### src/rtl/button_conditioner.sv
// button_conditioner: per-channel synchroniser, consecutive-sample debounce and one-cycle press/release pulses
module button_conditioner #(
   parameter int CHANNELS        = 4,
   parameter int SYNC_STAGES     = 2,
   parameter int DEBOUNCE_CYCLES = 4,
   parameter bit ACTIVE_LOW      = 0
) (
   input  logic                clk,
   input  logic                reset,
   input  logic [CHANNELS-1:0] button,
   output logic [CHANNELS-1:0] level,
   output logic [CHANNELS-1:0] press,
   output logic [CHANNELS-1:0] release_pulse,
   output logic                any_press
);
   localparam int CW = DEBOUNCE_CYCLES > 1 ? $clog2(DEBOUNCE_CYCLES) : 1;
   localparam logic [CW-1:0] LAST = CW'(DEBOUNCE_CYCLES - 1);
   logic [CHANNELS-1:0]    raw, synced, upd;
   logic [SYNC_STAGES-1:0] chain [CHANNELS];
   logic [CW-1:0]          cnt   [CHANNELS];
   assign raw = ACTIVE_LOW ? ~button : button;
   // a level update fires on the sample that completes a full run of disagreeing samples
   always_comb begin
      synced = '0;
      upd    = '0;
      for (int c = 0; c < CHANNELS; c++) begin
         synced[c] = chain[c][SYNC_STAGES-1];
         upd[c]    = synced[c] != level[c] && cnt[c] == LAST;
      end
   end
   // synchroniser chains and debounce run counters; any agreeing sample restarts the run
   always_ff @(posedge clk or posedge reset) begin
      if (reset) begin
         for (int c = 0; c < CHANNELS; c++) begin
            chain[c] <= '0;
            cnt[c]   <= '0;
         end
      end else begin
         for (int c = 0; c < CHANNELS; c++) begin
            chain[c] <= {chain[c][SYNC_STAGES-2:0], raw[c]};
            cnt[c]   <= (synced[c] == level[c] || upd[c]) ? '0 : cnt[c] + 1'b1;
         end
      end
   end
   // debounced level plus registered pulses, all changing on the update edge
   always_ff @(posedge clk or posedge reset) begin
      if (reset) begin
         level         <= '0;
         press         <= '0;
         release_pulse <= '0;
         any_press     <= 1'b0;
      end else begin
         level         <= level ^ upd;
         press         <= upd & synced;
         release_pulse <= upd & ~synced;
         any_press     <= |(upd & synced);
      end
   end
endmodule

### config.mk
export PLATFORM = sky130hd
export DESIGN_NAME = button_conditioner
export DESIGN_NICKNAME = d
export VERILOG_FILES = /design/src/rtl/button_conditioner.sv
export SDC_FILE = /design/constraint.sdc
export NUM_CORES = 1
export LEC_CHECK = 0
export BUFFER_PORTS_ARGS = -buffer_cell sky130_fd_sc_hd__buf_2
export CORE_ASPECT_RATIO = 1.4
export CORE_UTILIZATION = 52
export DETAILED_ROUTE_END_ITERATION = 6
export HOLD_SLACK_MARGIN = 0.12
export PLACE_DENSITY = 0.75
export SLEW_MARGIN = 10
export SYNTH_ARGS = -nofsm -noshare
export SYNTH_HDL_FRONTEND = slang
export SYNTH_SLANG_ARGS = --single-unit
### constraint.sdc
create_clock -name clk -period 1.45 [get_ports clk]
set_clock_uncertainty 0.2 [all_clocks]
set_input_delay 0.29 -clock clk [delete_from_list [all_inputs] [get_ports clk]]
set_output_delay 0.29 -clock clk [all_outputs]
set_load 0.02 [all_outputs]
Yosys cells after proc, flatten, opt, wreduce, memory -nomap -nowiden --
Cells that the tools add are included.
Cells by class: shift operators 0, reduce and logical (&&, ||, !) cells 9, magnitude comparators 0, add/sub/neg operators 4, divide/modulo/power cells 0, equal/unequal tests 12, bitwise gates (word level) 4, mux-type cells 4, $mul 0
Operators by type and width (number):
- adder 2 x 1 -> 2 bit, second input constant | 4
- AND 4 bit | 2
- equality test 2 bit, second input constant | 4
- two-way mux 2 bit | 4
- equality test 1 bit | 4
- logical AND 1 bit | 4
- logical OR 1 bit | 4
- != test 1 bit | 4
- inverter 4 bit | 1
- OR reduction 4 bit | 1
- bitwise XOR 4 bit | 1
Word-level totals: latch bits 0, register bits 29, output and inout bits 13, word-level logic and storage cells 45, bits in writable memories 0, memories 0, bits of input ports 6, bits in read-only memories 0

Longest topological paths before layout --
word-level depth 4, mapped depth 3, depth with buffers taken out 3

Least setup slack after synthesis --
No wires, ideal clock.
kind flip-flop to flip-flop, start reg cnt[2] (netlist name), end reg any_press, library setup time 0.142 ns, cell stages (with the launch flop) 4, data arrival time 0.817 ns, data required time 1.108 ns, buffers on the path 0, setup slack 0.291 ns, clock period less this slack 1.159 ns, path through dfrtp_1 ha_1 nand3b_1 o2111ai_1
Between the ends: longest elaborated chain between the ends 4
Ends and longest elaborated chain:
- start: declaration | line 20 | logic [CW-1:0] cnt [CHANNELS];
- start signal: indexed assignment | line 41 | cnt[c] <= (synced[c] == level[c] || upd[c]) ? '0 : cnt[c] + 1'b1;
- equality test 2 bit | line 28 | upd[c] = synced[c] != level[c] && cnt[c] == LAST;
- logical AND 1 bit | line 28
- AND 4 bit | line 56 | any_press <= |(upd & synced);
- OR reduction 4 bit | line 56
- end signal: assignment | line 56
- end: declaration | line 14 | output logic any_press
No other way between the ends.

==> insert_results.sql <==
INSERT INTO impl_metrics (metric_group, metric, value, unit) VALUES
('synth', 'synth_edf_count', '0', ''),
('worst_setup_path', 'worstReg2RegEnd', 'any_press', ''),
('worst_setup_path', 'critPathMaxFanout', '4', ''),
('synth', 'synth_top_family_by_area', 'simple AND/OR/NAND/NOR gates', ''),
('worst_setup_path', 'worst-endpoint-required', '0.96', 'ns'),
('synth', 'syn_nets', '80', ''),
('synth', 'flip_flop_and_latch_count_after_synthesis', '29', ''),
('clock_network', 'clock_tree.htree_level_count', '2', ''),
('detailed_routing', 'first_iter_violations', '5', ''),
('place', 'buffer_ports.inserted', '18', ''),
('clock_network', 'cts-buffers-inserted', '5', ''),
('synth', 'synth-async-reset-ratio', '100.0', '%'),
('sta', 'hold_ws', '0.1535', 'ns'),
('sta', 'timing.final.max_slew_violations', '0', ''),
('clock_network', 'tritoncts', 'yes', ''),
('layout', 'diodes', '0', ''),
('pwr', 'power.static_leakage', '0.6720', 'nW'),
('detailed_routing', 'viasPerCell', '4.797', ''),
('layout', 'n_fill_cell', '131', ''),
('pwr', 'fin_total_pwr', '2.223', 'mW'),
('flow_run', 'drv_cap', '0', ''),
('sta', 'achievable-frequency', '0.7118', 'GHz'),
('grt', 'grt_max_degree', '30', ''),
('worst_setup_path', 'timing.reg2reg.worst_path_depth', '3', ''),
('die', 'count_of_pins_on_the_block_boundary', '19', ''),
('synth', 'synth-compound-area-share', '2.847', '%'),
('synth', 'avgSynthCellArea', '14.44', 'um2'),
('worst_setup_path', 'crit-reg2reg-launch', 'cnt[2]', ''),
('synth', 'synthMostInstantiatedCell', 'dfrtp_1', ''),
('detailed_routing', 'vias', '590', ''),
('detailed_routing', 'dr.pass1.iters', '4', ''),
('sta', 'worstMarginPinSlew', '0.3451', 'ns'),
('grt', 'total_grt_usage', '18.22', '%'),
('worst_setup_path', 'worst-endpoint-arrival', '0.91', 'ns'),
('synth', 'ys_warnings', '0', ''),
('sta', 'rsz0062_at_grt', 'false', ''),
('place', 'dpl_cell_area', '1134', 'um2'),
('synth', 'synth_area_leaders', 'dfrtp_1 (72%), ha_1 (5.0%), nor3b_2 (5.0%), xnor2_1 (3.5%), inv_1 (3.0%)', ''),
('layout', 'areaGrowthSynthToFinish', '25.99', '%'),
('sta', 'finalCritPeriodShare', '96.89', '%'),
('die', 'die_x', '39.27', 'um'),
('sta', 'hold_violations', '0', ''),
('synth', 'ys_top_cells_by_count', 'dfrtp_1 (29), inv_1 (8)', ''),
('place', 'detailedPlace.worstSlack', '0.2041', 'ns'),
('worst_setup_path', 'cp-end-kind', 'output port', ''),
('layout', 'design.final.nets', '112', ''),
('die', 'floorplan.initialDensity', '56.11', '%'),
('sta', 'post-route-min-period', '1.405', 'ns'),
('place', 'gp_congestion', '0.6723', ''),
('sta', 'setup_total_negative_slack', '0', 'ns'),
('synth', 'post_synth_fa_ha_maj_area_fraction', '4.950', '%'),
('synth', 'post_synth_instance_area', '1011', 'um2'),
('grt', 'grt_first_pass_wirelength', '2318', 'um'),
('die', 'dieArea', '2127', 'um2'),
('die', 'placementRows', '18', ''),
('worst_setup_path', 'critical-path-top-delay-family', 'flip-flops', ''),
('synth', 'synth_top_cell_area_share', '71.78', '%'),
('pwr', 'vdd_drop_max', '0.001045', 'V'),
('worst_setup_path', 'setup.worst_path.end', 'level[1]', ''),
('grt', 'first_global_vias', '562', ''),
('synth', 'synthDominantAreaCellType', 'dfrtp_1', ''),
('clock_network', 'clk_pin_slew_worst_paths', '0.08', 'ns'),
('pwr', 'power-per-cell-area', '1745', 'nW/um2'),
('outcome', 'outcome', 'finished clean', ''),
('synth', 'synth_sequential_area_ratio', '71.78', '%'),
('sta', 'timing.max_slew.rel_slack', '77.00', '%'),
('layout', 'final_layout_size_suffix_gt1_share', '31.07', '%'),
('detailed_routing', 'wl_final', '1452', 'um'),
('synth', 'muxShareOfSynthArea', '0', '%'),
('detailed_routing', 'drt_drc_violations_left', '0', ''),
('grt', 'grt_antenna_before_repair', '0', '');
[what timing repair did]
item                                   4_1_cts  5_1_grt
setup endpoints to repair                    0        3
buffers inserted                             0        1
hold buffers                                 5        0
gates resized for setup                      0        4
endpoints found under the hold margin       33        0
[through the flow]
stage	util, %	instances
after floorplan	-	70
after global placement	62.92	109
after detailed placement	62.92	109
after CTS	69.58	122
after global routing	70.69	123
final	70.69	123
[cells by family (layout without fill, tap and decap cells)]
family | count (synthesis) | count (layout)
flip-flops | 29 | 29
AND/OR/NAND/NOR | 20 | 20
buffers and inverters | 8 | 41
AO/OA/AOI/OAI | 5 | 5
adder cells (fa/ha/maj) | 4 | 4
XOR/XNOR | 4 | 4
[where the power goes]
group          leakage, nW  internal, mW  switching, mW
sequential           0.372         0.978          0.111
clock               0.0413         0.281          0.259
combinational        0.259         0.289          0.306
[layout by cell type (no fill, tap or decap), drive strengths merged]
cell         synthesis  layout
nand2                4       4
nand3b               3       3
clkinv               0       1
buf                  0      20
ha                   4       4
nor2                 1       1
inv                  8       8
nor3                 4       4
o2111ai              1       1
xnor2                4       4
nor3b                8       8
clkbuf               0       7
o21ai                4       4
dlygate4sd3          0       5
dfrtp               29      29
[per-layer routing]
layer / GRT usage [%] / wire length, um / vias up
met4: 15.52 / 42 / 0
li1: - / - / 296
met1: 19.14 / 615 / 271
met5: 0 / 0 / -
met3: 7.438 / 75 / 5
met2: 27.50 / 717 / 18
[area by class of cell]
cell class | instances | area (um2) | area share (%)
flip-flops and latches | 29 | 725.7 | 56.97
multi-input cells | 33 | 255.2 | 20.04
clock buffers | 7 | 65.06 | 5.108
clock inverters | 1 | 5.005 | 0.3929
repair buffers | 25 | 167.7 | 13.16
inverters | 8 | 30.03 | 2.358
well taps | 20 | 25.02 | 1.965
[worst min path at each step]
| stage | from | slack, ns | cells past startpoint | end |
|---|---|---|---|---|
| floorplan | button[3] | 0.12 | 0 | chain[0] |
| global placement | chain[0] | 0.13 | 0 | chain[1] |
| detailed placement | chain[2] | 0.14 | 0 | chain[3] |
| CTS | chain[2] | 0.16 | 0 | chain[3] |
| global route | chain[2] | 0.16 | 0 | chain[3] |
| finish | chain[2] | 0.15 | 0 | chain[3] |
Power figures use the tool's default switching activity.
